--- src/rtl/fft8_pkg.sv ---
// Shared definitions for the 8-point FFT pipeline: sizes, controller states
// and the 3-bit bit-reversal used both on input staging and output reorder.
package fft8_pkg;

  localparam int N_PTS = 8;
  localparam int LOG2N = 3;

  typedef enum logic [2:0] {
    ST_FILL = 3'd0,
    ST_S1   = 3'd1,
    ST_S2   = 3'd2,
    ST_S3   = 3'd3,
    ST_HOLD = 3'd4
  } fsmState_e;

  // Reverse the three index bits, so sample n lands in slot bitrev3(n).
  function automatic logic [LOG2N-1:0] bitrev3(input logic [LOG2N-1:0] idx);
    return {idx[0], idx[1], idx[2]};
  endfunction

endpackage

--- src/rtl/fft8_in_bank.sv ---
// Eight-slot sample bank feeding the butterfly stages. One write port
// addressed by slot number; all slots exposed on a flat read bus.
module fft8_in_bank
  import fft8_pkg::*;
#(
  parameter int DW = 16
) (
  input  logic                clk,
  input  logic                reset_n,
  input  logic                writeEn_i,
  input  logic [LOG2N-1:0]    writeAddr_i,
  input  logic [DW-1:0]       writeData_i,
  output logic [N_PTS*DW-1:0] bank_o
);

  logic [DW-1:0] slot_q [N_PTS];

  // Slot storage: cleared on reset, otherwise only the addressed slot updates.
  always_ff @(posedge clk or negedge reset_n) begin
    if (!reset_n) begin
      for (int i = 0; i < N_PTS; i++) begin
        slot_q[i] <= '0;
      end
    end else if (writeEn_i) begin
      slot_q[writeAddr_i] <= writeData_i;
    end
  end

  // Flatten the slots so slot i occupies bits [i*DW +: DW].
  always_comb begin
    bank_o = '0;
    for (int i = 0; i < N_PTS; i++) begin
      bank_o[i*DW +: DW] = slot_q[i];
    end
  end

endmodule

--- src/rtl/fft8_seq_ctrl.sv ---
// Front-end sequencer for the 8-point FFT: collects a frame of samples in
// bit-reversed slot order, then pulses the three butterfly enables in turn
// and holds out_valid until the result is taken downstream.
module fft8_seq_ctrl
  import fft8_pkg::*;
#(
  parameter int DW  = 16,
  parameter int FCW = 8
) (
  input  logic                clk,
  input  logic                reset_n,
  input  logic                flush,
  input  logic                in_valid,
  input  logic [DW-1:0]       in_data,
  output logic                in_ready,
  output logic [N_PTS*DW-1:0] x_buf,
  output logic                bf1_en,
  output logic                bf2_en,
  output logic                bf3_en,
  output logic                out_valid,
  input  logic                out_ready,
  output logic [FCW-1:0]      frame_cnt,
  output logic                busy
);

  fsmState_e        state_q, state_d;
  logic [LOG2N-1:0] sampleCnt_q, sampleCnt_d;
  logic [FCW-1:0]   frameCnt_q, frameCnt_d;
  logic             bf1En_q, bf2En_q, bf3En_q, outValid_q;
  logic             bankWrite;

  // State, sample counter and frame counter registers.
  always_ff @(posedge clk or negedge reset_n) begin
    if (!reset_n) begin
      state_q     <= ST_FILL;
      sampleCnt_q <= '0;
      frameCnt_q  <= '0;
    end else begin
      state_q     <= state_d;
      sampleCnt_q <= sampleCnt_d;
      frameCnt_q  <= frameCnt_d;
    end
  end

  // Next-state logic; flush overrides sample accept and result consume.
  always_comb begin
    state_d     = state_q;
    sampleCnt_d = sampleCnt_q;
    frameCnt_d  = frameCnt_q;
    bankWrite   = 1'b0;
    case (state_q)
      ST_FILL: begin
        if (in_valid) begin
          bankWrite   = 1'b1;
          sampleCnt_d = sampleCnt_q + 3'd1;
          if (sampleCnt_q == 3'd7) begin
            state_d = ST_S1;
          end
        end
      end
      ST_S1:   state_d = ST_S2;
      ST_S2:   state_d = ST_S3;
      ST_S3:   state_d = ST_HOLD;
      ST_HOLD: begin
        if (out_ready) begin
          state_d    = ST_FILL;
          frameCnt_d = frameCnt_q + FCW'(1);
        end
      end
      default: state_d = ST_FILL;
    endcase
    if (flush) begin
      state_d     = ST_FILL;
      sampleCnt_d = '0;
      frameCnt_d  = frameCnt_q;
      bankWrite   = 1'b0;
    end
  end

  // Registered stage enables and result flag, decoded from the next state.
  always_ff @(posedge clk or negedge reset_n) begin
    if (!reset_n) begin
      bf1En_q    <= 1'b0;
      bf2En_q    <= 1'b0;
      bf3En_q    <= 1'b0;
      outValid_q <= 1'b0;
    end else begin
      bf1En_q    <= (state_d == ST_S1);
      bf2En_q    <= (state_d == ST_S2);
      bf3En_q    <= (state_d == ST_S3);
      outValid_q <= (state_d == ST_HOLD);
    end
  end

  fft8_in_bank #(.DW(DW)) u_bank (
    .clk         (clk),
    .reset_n     (reset_n),
    .writeEn_i   (bankWrite),
    .writeAddr_i (bitrev3(sampleCnt_q)),
    .writeData_i (in_data),
    .bank_o      (x_buf)
  );

  assign in_ready  = (state_q == ST_FILL);
  assign busy      = (state_q != ST_FILL) || (sampleCnt_q != '0);
  assign bf1_en    = bf1En_q;
  assign bf2_en    = bf2En_q;
  assign bf3_en    = bf3En_q;
  assign out_valid = outValid_q;
  assign frame_cnt = frameCnt_q;

endmodule
--- config.mk ---
export PLATFORM = sky130hd
export DESIGN_NAME = fft8_seq_ctrl
export DESIGN_NICKNAME = d
export VERILOG_FILES = /design/src/rtl/fft8_pkg.sv /design/src/rtl/fft8_in_bank.sv /design/src/rtl/fft8_seq_ctrl.sv
export SDC_FILE = /design/constraint.sdc
export NUM_CORES = 1
export LEC_CHECK = 0
export CORE_UTILIZATION = 40
export DETAILED_ROUTE_END_ITERATION = 8
export PLACE_DENSITY = 0.69
export RECOVER_POWER = 50
export SKIP_LAST_GASP = 1
export SLEW_MARGIN = 10
export SYNTH_ARGS = -nofsm -noshare
export SYNTH_HDL_FRONTEND = slang
export SYNTH_SLANG_ARGS = --single-unit
--- constraint.sdc ---
create_clock -name clk -period 2.4 [get_ports clk]
set_clock_uncertainty 0.15 [all_clocks]
set_input_delay 0.48 -clock clk [delete_from_list [all_inputs] [get_ports clk]]
set_output_delay 0.48 -clock clk [all_outputs]
set_load 0.01 [all_outputs]
==> metrics.md <==
| Metric | Value |
|---|---|
| Number of DRC markers in iteration 0 | 97 |
| Clock latency on the worst-skew pair | 420 ps |
| Sequential cell fraction of total power | 40.0% |
| Wire length per cell | 18.35 um |
| Biggest fanout along the worst timing path | 2 |
| Number of vias after detailed routing | 3708 |
| Number of antenna diodes | 0 |
| Number of standard cells after synthesis | 350 |
| Vias per cell | 5.004 |
| HPWL after detailed placement | 9484 um |
| Post-DRT Antenna Nets | 0 |
| Final instance count without filler cells | 741 |
| Core ar. | 13930 sq um |
| Mean instance size in the synthesized netlist | 16.37 sq um |
| Final critical path time including I/O delays and setup | 2324 ps |
| Worst Path Arrival | 1690 ps |
| Routability-driven placement congestion ratio | 0.7799 |
| Run status | finished clean |
| Die footprint | 14800 sq um |
| Clock tree from TritonCTS | yes |
| Vias in the first global route | 3802 |
| Synthesized netlist net count | 378 |
| Pin count of the biggest net entering global routing | 63 |
| Leakage | 3.770 nW |
| Buffers added on ports | 162 |
| Final-report setup violation count | 0 |
| Grt ovf | 0 |
| Final max-slew violation count | 0 |
| Clock network fraction of design power | 32.3% |
| Kind of start point of the critical path | flop |
| Most common cell after layout, fill and taps aside | sky130_fd_sc_hd__clkdlybuf4s50_1 |
| Number of buffers added by the clock tree synthesis step | 17 |
| Core Rows | 43 |
| Die outline height | 121.7 um |
| Floorplan die width | 121.7 um |
| Placed Cells | 706 |
| Antenna violations before repair | 0 |
| Period utilization | 96.84% |
| Commonest cells after routing, fill and taps aside | sky130_fd_sc_hd__clkdlybuf4s50_1 (158), sky130_fd_sc_hd__dfrtp_1 (146), sky130_fd_sc_hd__mux2_2 (129) |
| Global-route wire length before repair | 21330 um |
| Longest Clk Path Bufs | 2 |
| Proportion of layout cells with a drive suffix above 1 | 33.33% |
| Transition time at the pin with the least slew margin | 1443 ps |
| Hold Fails Final Rpt | 0 |
| Maximum VDD drop | 0.0005535 V |
| Category of the most critical setup path | flop to output port |
| GRT Total Usage | 19.60% |
| Initial cell density of the core | 41.11% |
| Number of synthesized register bits | 146 |
| Classification of the worst-slack hold path | flop to flop |
| Post-route DRC | 0 |
| Tightest hold margin | 324.1 ps |
| Clock root buffer master | sky130_fd_sc_hd__clkbuf_16 |
| Highest Clock Rate | 0.4303 GHz |
| Relative area change from synthesis to final layout | 44.87% |
| Switching share of power | 25.55% |
| Total number of nets in the final design | 576 |
| Final WL | 13600 um |
| Sequential fraction of the synthesis area | 63.78% |
| Reported max-cap violation count | 0 |
| Kind of end point of the critical path | output port |
| Number of distinct library cell variants in the gate-level netlist after synthesis | 30 |
| Cell Area, Synth | 5728 sq um |
| Clock edge transition at the registers on the reported setup and hold paths | 60 ps |
| Number of sinks on the clock net | 146 |
| Required arrival time at the worst endpoint | 1770 ps |
| Synthesis Warnings | 0 |
| Finished layout cell area | 8298 sq um |
| Combinational share of power | 27.6% |
| FFs w/ async S/R, synth | 100.0% |
| Internal power consumption | 6.399 mW |
| Ratio of total power to cell area | 1036 nW/um^2 |
| RSZ-0062 raised after global routing | no |
| Switching power | 2.196 mW |
| Number of H-tree levels | 4 |
| Max_slew headroom | 3.788% |
| Flip-flop cell with the highest count after synthesis | sky130_fd_sc_hd__dfrtp_1 |
| Standard cell area after detailed placement | 7745 sq um |
| Post-synth EDFFs | 0 |
| I/O Pins | 163 |
| Detailed-router iteration count before antenna repair | 4 |
[critical path, cell delays in order, from the launching register on]
cell,delay (ps)
sky130_fd_sc_hd__dfrtp_1,400
sky130_fd_sc_hd__nor3_2,280
sky130_fd_sc_hd__clkdlybuf4s50_1,600
[through the flow]
step | setup slack [ps] | TNS [ps] | power [mW] | util (%)
finish | 75.89 | 0 | 8.595 | 59.55
global route | 24.20 | 0 | 9.012 | 59.55
CTS | 8.552 | 0 | 8.706 | 60.35
detailed placement | -12.17 | -115.9 | 5.877 | 55.58
global placement | 42.44 | 0 | 5.829 | 55.58
floorplan | 425.4 | 0 | 4.303 | -
[registers in the layout, summed over array words and instances (netlist names)]
register	cells
u_bank.bank_o	128
state_q	3
bf1_en	1
sampleCnt_q	3
bf2_en	1
out_valid	1
bf3_en	1
frame_cnt	8
[power by group through the flow]
stage	clock network [mW]	registers, mW	logic, mW
after floorplan	0	3.70	0.602
after CTS	2.84	3.45	2.42
after detailed placement	0	3.48	2.39
after global placement	0	3.46	2.37
final	2.78	3.44	2.37
after global routing	2.96	3.52	2.53
[cells by family (layout without fill, tap and decap cells)]
group,count (synthesis),in the layout,share of synthesized area [%]
DFF,146,146,63.78
muxes,130,130,25.54
and+or+nand+nor,39,39,5.854
buffers and inverters,16,227,1.594
xor gates and xnor gates,9,9,1.376
adders and majority gates,7,7,1.529
AOI/OAI and AO/OA,3,3,0.3277
[cell usage after synthesis (all sizes together), types with 3 or more instances]
library cell	number	area [sq um]
nand4	5	37.53
nor2	7	42.54
and3	3	18.77
mux2	129	1453
nand3	8	70.07
dfrtp	146	3654
ha	7	87.58
xnor2	9	78.83
inv	4	15.01
nor4b	5	80.08
buf	12	76.32
[per-layer routing]
metal  vias to the layer above  track usage, %  share of wire, %
li1                       1661               -                 -
met1                      1902           27.21                47
met2                       128           28.44                45
met3                        17           6.976               7.0
met4                         0           6.481               1.2
met5                         -               0                 0
[final cells by class]
type / instances / area, sq um
Clock inverter: 8 / 122.6
Inverter: 4 / 15.01
Fill cell: 1134 / 5637
Tap cell: 180 / 225.2
Sequential cell: 146 / 3654
Clock buffer: 24 / 511.7
Timing Repair Buffer: 191 / 1833
Multi-Input combinational cell: 188 / 1937
[worst paths after layout]
| check | start | end | slack, ps | cells after the start |
|---|---|---|---|---|
| worst max-delay path | state_q[1] | in_ready | 80 | 2 |
| worst min-delay path | frame_cnt[7] | frame_cnt[7] | 320 | 1 |
| worst max register to register | sampleCnt_q[0] | u_bank.bank_o[122] | 300 | 7 |
| worst min register to register | frame_cnt[7] | frame_cnt[7] | 320 | 1 |
| max in group asynchronous | reset_n | u_bank.bank_o[119] | 310 | 3 |
| min in group asynchronous | reset_n | u_bank.bank_o[29] | 820 | 2 |
[timing repair]
action / 4_1_cts / 5_1_grt
setup buffers: 2 / 0
hold buffers: 1 / 0
endpoints found under the setup margin: 2 / 1
hold endpoints to repair: 60 / 0
gates resized for setup: 1 / 1
Power figures use the tool's default switching activity.
